File: src/rtl/seven_segment_reader.sv
// Recovers BCD digits from a multiplexed active-high seven-segment bus and
// presents each completed multi-digit frame on a valid/ready output.
module seven_segment_reader #(
    parameter int DIGITS        = 4,
    parameter int STABLE_CYCLES = 3
) (
    input  logic                  clock,
    input  logic                  reset,
    input  logic [6:0]            io_seg,
    input  logic [DIGITS-1:0]     io_an,
    output logic                  io_out_valid,
    input  logic                  io_out_ready,
    output logic [4*DIGITS-1:0]   io_out_bits,
    output logic                  io_out_err,
    output logic                  io_overrun
);

    localparam int CW = $clog2(STABLE_CYCLES + 1);
    localparam logic [CW-1:0] CNT_MAX = CW'(STABLE_CYCLES);
    localparam logic [CW-1:0] CNT_ARM = CW'(STABLE_CYCLES - 1);
    localparam logic [CW-1:0] CNT_ONE = CW'(1);

    logic [6:0]          seg_q, seg_d;
    logic [DIGITS-1:0]   an_q, an_d;
    logic [CW-1:0]       cnt_q, cnt_d;
    logic [DIGITS-1:0]   mask_q, mask_d;
    logic [4*DIGITS-1:0] nib_q, nib_d;
    logic                err_acc_q, err_acc_d;
    logic                valid_q, valid_d;
    logic [4*DIGITS-1:0] bits_q, bits_d;
    logic                out_err_q, out_err_d;
    logic                overrun_q, overrun_d;

    logic                same;
    logic                capture;
    logic [3:0]          dec_val;
    logic                dec_inv;
    logic [DIGITS-1:0]   mask_next;
    logic                err_next;

    // Inverse of the segment decoder; no legal digit maps to 0xF.
    always_comb begin
        dec_val = 4'hF;
        case (io_seg)
            7'h3F:   dec_val = 4'd0;
            7'h06:   dec_val = 4'd1;
            7'h5B:   dec_val = 4'd2;
            7'h4F:   dec_val = 4'd3;
            7'h66:   dec_val = 4'd4;
            7'h6D:   dec_val = 4'd5;
            7'h7D:   dec_val = 4'd6;
            7'h07:   dec_val = 4'd7;
            7'h7F:   dec_val = 4'd8;
            7'h6F:   dec_val = 4'd9;
            default: dec_val = 4'hF;
        endcase
        dec_inv = (dec_val == 4'hF);
    end

    // The value being sampled this edge is io_*; it becomes the new seg_q/an_q.
    assign same    = ({io_an, io_seg} == {an_q, seg_q});
    assign capture = same && (cnt_q == CNT_ARM) && $onehot(io_an);

    genvar gi;
    generate
        for (gi = 0; gi < DIGITS; gi++) begin : g_digit
            assign nib_d[4*gi +: 4] = (capture && io_an[gi]) ? dec_val : nib_q[4*gi +: 4];
        end
    endgenerate

    always_comb begin
        seg_d     = io_seg;
        an_d      = io_an;
        cnt_d     = CNT_ONE;
        mask_d    = mask_q;
        err_acc_d = err_acc_q;
        valid_d   = valid_q;
        bits_d    = bits_q;
        out_err_d = out_err_q;
        overrun_d = 1'b0;
        mask_next = mask_q | io_an;
        err_next  = err_acc_q | dec_inv;

        if (same) begin
            cnt_d = (cnt_q == CNT_MAX) ? cnt_q : cnt_q + CNT_ONE;
        end

        if (valid_q && io_out_ready) begin
            valid_d = 1'b0;
        end

        if (capture) begin
            if (&mask_next) begin
                if (!valid_q || io_out_ready) begin
                    valid_d   = 1'b1;
                    bits_d    = nib_d;
                    out_err_d = err_next;
                end else begin
                    overrun_d = 1'b1;
                end
                mask_d    = '0;
                err_acc_d = 1'b0;
            end else begin
                mask_d    = mask_next;
                err_acc_d = err_next;
            end
        end
    end

    always_ff @(posedge clock or posedge reset) begin
        if (reset) begin
            seg_q     <= '0;
            an_q      <= '0;
            cnt_q     <= '0;
            mask_q    <= '0;
            nib_q     <= '0;
            err_acc_q <= 1'b0;
            valid_q   <= 1'b0;
            bits_q    <= '0;
            out_err_q <= 1'b0;
            overrun_q <= 1'b0;
        end else begin
            seg_q     <= seg_d;
            an_q      <= an_d;
            cnt_q     <= cnt_d;
            mask_q    <= mask_d;
            nib_q     <= nib_d;
            err_acc_q <= err_acc_d;
            valid_q   <= valid_d;
            bits_q    <= bits_d;
            out_err_q <= out_err_d;
            overrun_q <= overrun_d;
        end
    end

    assign io_out_valid = valid_q;
    assign io_out_bits  = bits_q;
    assign io_out_err   = out_err_q;
    assign io_overrun   = overrun_q;

endmodule

File: config.mk
export PLATFORM = sky130hd
export DESIGN_NAME = seven_segment_reader
export DESIGN_NICKNAME = d
export VERILOG_FILES = /design/src/rtl/seven_segment_reader.sv
export SDC_FILE = /design/constraint.sdc
export NUM_CORES = 1
export LEC_CHECK = 0
export BUFFER_PORTS_ARGS = -buffer_cell sky130_fd_sc_hd__buf_2
export CORE_ASPECT_RATIO = 2
export CORE_MARGIN = 1
export CORE_UTILIZATION = 57
export DETAILED_ROUTE_END_ITERATION = 8
export PLACE_DENSITY = 0.83
export REMOVE_ABC_BUFFERS = 1
export SYNTH_ARGS = -nofsm -noshare
export SYNTH_HDL_FRONTEND = slang
export SYNTH_SLANG_ARGS = --single-unit
File: constraint.sdc
create_clock -name clock -period 2.8 [get_ports clock]
set_input_delay 0.42 -clock clock [delete_from_list [all_inputs] [get_ports clock]]
set_output_delay 0.42 -clock clock [all_outputs]
set_load 0.03 [all_outputs]
* Word level (Yosys, flattened, before mapping)
Index checks and enable logic that the tools add are counted.
** Word-level totals
- Output and inout bits :: 19
- Logic and storage cells :: 59
- Bits in registers :: 53
- Input bits :: 14
** Cells by class
- Reductions and logical operators :: 11
- Multiplexer cells :: 16
- Bitwise operators :: 2
- Add/subtract/negate cells :: 4
- Equality and inequality tests :: 16
** Operators with widths (number)
- $eq A7 B7 Y1 const B :: 7
- $pmux W4 S10 :: 1
- $mux W4 :: 5
- $eq A7 B3 Y1 const B :: 2
- $eq A11 B11 Y1 :: 1
- $mux W1 :: 8
- $eq A7 B6 Y1 const B :: 1
- $logic_and A1 B1 Y1 :: 7
- $reduce_and A6 Y1 :: 1
- $add A1 B1 Y2 :: 2
- $eq A2 B2 Y1 const B :: 2
- $eq A4 B4 Y1 const B :: 1
- $mux W2 :: 2
- $or A4 B4 Y4 :: 1
- $reduce_and A4 Y1 :: 1
- $add A2 B2 Y3 :: 1
- $eq A3 B1 Y1 const B :: 1
- $add A2 B1 Y2 const B :: 1
- $ne A2 B2 Y1 const B :: 1
- $logic_not A1 Y1 :: 1
- $logic_or A1 B1 Y1 :: 1
- $or A1 B1 Y1 :: 1

* Longest topological paths before layout
- Depth after elaboration :: 6
- Mapped depth :: 11
- Depth with buffers taken out :: 10

* Worst setup path after synthesis
No wires, ideal clock.
- Path type :: input to register
- Start point :: input port io_an[0]
- End point :: register bits_q[10] (netlist: io_out_bits[10])
- Arrival :: 2.909 ns
- Setup time :: 0.125 ns
- Stages on the path :: 10
- Data required time :: 2.675 ns
- Slack :: -0.234 ns
- Cells stage by stage :: inv_1 > fa_1 > inv_1 > ha_1 > ha_1 > and4bb_1 > nand2_1 > nor4_4 > mux2_2 > mux2_2
** Between the ends
- Longest elaborated chain between the ends :: 6
- Elaborated cells between the ends (all ways) :: 10
** RTL lines
- from (decl) :: RTL line 10 : input logic [DIGITS-1:0] io_an,
- $add A1 B1 Y2 (implied by the code) :: RTL line 62 : assign capture = same && (cnt_q == CNT_ARM) && $onehot(io_an);
- $add A2 B2 Y3 (implied by the code) :: RTL line 62
- $eq A3 B1 Y1 :: RTL line 62
- $logic_and A1 B1 Y1 (*) :: RTL line 62
- $logic_and A1 B1 Y1 (*) :: RTL line 67 : assign nib_d[4*gi +: 4] = (capture && io_an[gi]) ? dec_val : nib_q[4*gi +: 4];
- $mux W4 (*) :: RTL line 67
- named net nib_d[10] :: RTL line 27 : logic [4*DIGITS-1:0] nib_q, nib_d;
- to (signal assigned) :: RTL line 130 : bits_q <= bits_d;
- to (decl) :: RTL line 30 : logic [4*DIGITS-1:0] bits_q, bits_d;
Mark *: on every way through the listed nets, which the timed path passes. The rest lies on a longest branch.
A chain may end at the register's enable or synchronous reset.

* Final worst setup path
- Start point :: input port io_an[1]
- End point :: register bits_q[8] (netlist: io_out_bits[8])
** Between the ends
- Longest elaborated chain between the ends :: 6
- Elaborated cells between the ends (all ways) :: 10
** RTL lines (RTL line)
- $add A1 B1 Y2 (implied by the code) :: 62
- $add A2 B2 Y3 (implied by the code) :: 62
- $eq A3 B1 Y1 :: 62
- $logic_and A1 B1 Y1 :: 62
- $logic_and A1 B1 Y1 :: 67
- $mux W4 :: 67
Several ways; a longest one is shown, not always the timed one.

==> flow_summary.ini <==
[placement]
io_buffers = 32
post-place-ws_ps = -341
globalplace.congestion = 0.778
dpl.hpwl_um = 3800

[critical_path]
end_kind = register
r2r_setup_slack_ps = 660
r2r_start = seg_q[6]
critPathKind = in -> reg
crit_path_start = io_an[1]
worstReg2RegEnd = io_out_bits[4]
required_ps = 3000
worstSetupStartpointType = input pin
cp_cell_sequence = buf_2 -> inv_1 -> fa_1 -> inv_2 -> ha_4 -> ha_4 -> and4bb_2 -> buf_4 -> nand2_2 -> or4_4 -> a211oi_2 -> o21ai_1
crit_path_max_incr_delay_ps = 540
cp_max_fo = 3
arrival_ps = 2940
crit_slowest_cell = or4_4
rr_worst_depth = 8
crit_buf_inv = 4
cp_top_family = simple AND/OR/NAND/NOR gates
path_common_cell = ha_4

[clock_tree]
cts_made_buffers = 5
cts-htree-levels = 2
cts_root_buf = clkbuf_8
clk_path_buf_depth = 2
clock_latency_ps = 310
clkSinkCount = 53
path_clk_slew_ps = 90
cts_tree = built

[floorplan]
ioPinCount = 33
coreArea_um2 = 4380
die-area_um2 = 4900
chipHeight_um = 98.0
num_rows = 34
fp.dieW_um = 50.0
start_util_pct = 60.0

[drt]
ant_nets = 0
drc = 0
initialDrtViolationCount = 52
drt_pre_antenna_iters = 4
viasPerCell = 5.77
wire_per_inst_um = 15.5
num_vias = 1951
routed_wl_um = 5230

[power_and_ir_drop]
p_per_area_nw_per_um2 = 430
switchingPower_w = 0.000330
leakage_nw = 1.47
seq_power_share_pct = 57.5
swShare_pct = 24.4
p_total_w = 0.00135
combinationalPowerShare_pct = 9.3
internal-power_w = 0.00102
clkPwrFrac_pct = 33.1
ir_drop_v = 0.000371

[global_routing]
grt_pass1_vias = 1919
grt_max_degree = 30
grt_antenna_before_repair = 0
track_usage_pct = 23.5
grt_first_pass_wirelength_um = 8720
gr-total-overflow = 0

[cells_and_area]
fin_nets = 302
antenna_cells = 0
area_delta_synth_final_pct = 19.4
fin_util_pct = 71.6
drive_above_1_share_pct = 36.3

[timing]
finalHoldViolCount = 0
drv_slew = 0
finalCriticalPeriod_ps = 2740
final.setup.worst_slack_ps = 63.0
clock_skew_ps = 6.19
finalCritPeriodShare_pct = 97.7
final-setup-viol-count = 0
relSlewSlack_pct = 41.5
tightest_slew_ps = 877
max_freq_ghz = 0.365

[job]
maxCapViolCount = 0

[yosys]
post_synth_num_cell_types = 47
synth-edff-count = 0
synth_area_um2 = 2630
synth_seq_cells = 53
synthCells = 238
synth_area_per_cell_um2 = 11.0
ys_seq_area_share_pct = 50.5
ys.flop_type = dfrtp_1
ys_async_sr_fraction_pct = 100
synth_warnings = 0

[min_path]
hp-class = in -> async

[outcome]
status = finished clean
sequential cells by signal, indices dropped and copies added (netlist names):
| register | count |
|---|---|
| err_acc_q | 1 |
| seg_q | 7 |
| io_out_valid | 1 |
| an_q | 4 |
| io_out_err | 1 |
| cnt_q | 2 |
| io_overrun | 1 |
| nib_q | 16 |
| io_out_bits | 16 |
| mask_q | 4 |
cells in the final DEF (no fill, tap or decap), types with 2 or more instances in the layout:
cell and count:
buf_2 31, xnor2_2 2, nand2_1 6, a211oi_2 11
mux2_2 3, nand3b_1 2, mux2_4 4, o21ai_0 13
and3_1 2, nand4_2 2, nor2b_1 2, o22ai_1 2
nand2b_1 14, inv_1 5, ha_1 2, dfrtp_1 53
a21oi_1 7, clkbuf_8 6, nor4_1 2, o21ai_1 12
o21a_1 4, buf_6 2, or4_4 4, xnor2_1 10
inv_2 3, nor4_4 3, buf_4 18, nand3_1 2
ha_4 2, nor2_1 31
how the worst max path moves through the flow:
stage / endpoint / slack, ps / cells past startpoint
finish: io_out_bits[8] / 60 / 12
global route: io_out_bits[8] / -40 / 12
CTS: io_out_bits[9] / 10 / 11
detailed placement: io_out_bits[5] / -340 / 13
global placement: io_out_bits[11] / -260 / 11
floorplan: io_out_bits[10] / -740 / 9
through the flow:
| stage | cell area [um2] | instances | setup TNS, ps | hold WS [ps] |
|---|---|---|---|---|
| finish | 3140 | 338 | 0 | 5.74 |
| CTS | 3020 | 335 | 0 | 12.3 |
| global placement | 2910 | 327 | -5690 | 342 |
| global route | 3140 | 338 | -53.4 | 2.71 |
| floorplan | 2530 | 224 | -11330 | 451 |
| detailed placement | 2910 | 327 | -7800 | 347 |
power by group through the flow:
stage | logic [W] | registers (W) | clock network (W)
4_1_cts | 0.000115 | 0.000777 | 0.000456
3_5_place_dp | 0.000113 | 0.000792 | 0
3_3_place_gp | 0.000111 | 0.000792 | 0
2_1_floorplan | 0.0000655 | 0.000792 | 0
5_1_grt | 0.000141 | 0.000778 | 0.000485
6_report | 0.000126 | 0.000777 | 0.000447
cell usage after synthesis, types with 3 or more instances:
master | instances | area, um2
o21ai_0 | 13 | 65.1
nand2_1 | 8 | 30.0
inv_1 | 8 | 30.0
buf_2 | 5 | 25.0
o21a_1 | 4 | 30.0
o21ai_1 | 12 | 60.1
buf_6 | 4 | 45.0
nand2b_1 | 14 | 87.6
a21oi_1 | 7 | 35.0
dfrtp_1 | 53 | 1330
a211oi_1 | 9 | 67.6
nor2_1 | 31 | 116
or4_4 | 4 | 45.0
mux2_2 | 5 | 56.3
clkbuf_1 | 3 | 11.3
a211oi_2 | 3 | 37.5
nor4_4 | 3 | 63.8
ha_1 | 4 | 50.1
xnor2_1 | 10 | 87.6
metal layers:
metal,vias to the layer above,routed length [um],track usage (%)
met2,51,2940,41.9
li1,921,-,-
met5,-,0,0
met4,0,156,11.6
met3,15,169,3.27
met1,964,1960,26.2
cells by family (layout without fill, tap and decap cells):
group	after synthesis	after routing	synth area share [%]
xor+xnor	13	13	4.90
simple gates	82	82	20.0
flops	53	53	50.5
compound gates	55	55	13.4
mux	8	8	3.71
fa+ha+maj	5	5	2.67
buf+inv	22	68	4.81
final cells by class:
class,instances,area [um2]
inverters,8,30.0
clock inverters,2,13.8
repair buffers,52,333
flip-flops and latches,53,1330
well taps,54,67.6
clock buffers,6,82.6
fillers,333,1240
multi-input cells,163,1280
repair_timing:
action                                  4_1_cts  5_1_grt
pin swaps                                     0        7
hold buffers                                  0        0
resized for setup                             2       22
cloned                                        0        0
setup buffers                                 0        3
endpoints found under the setup margin        9       24
Note: power is estimated with default switching activity, not from simulation.
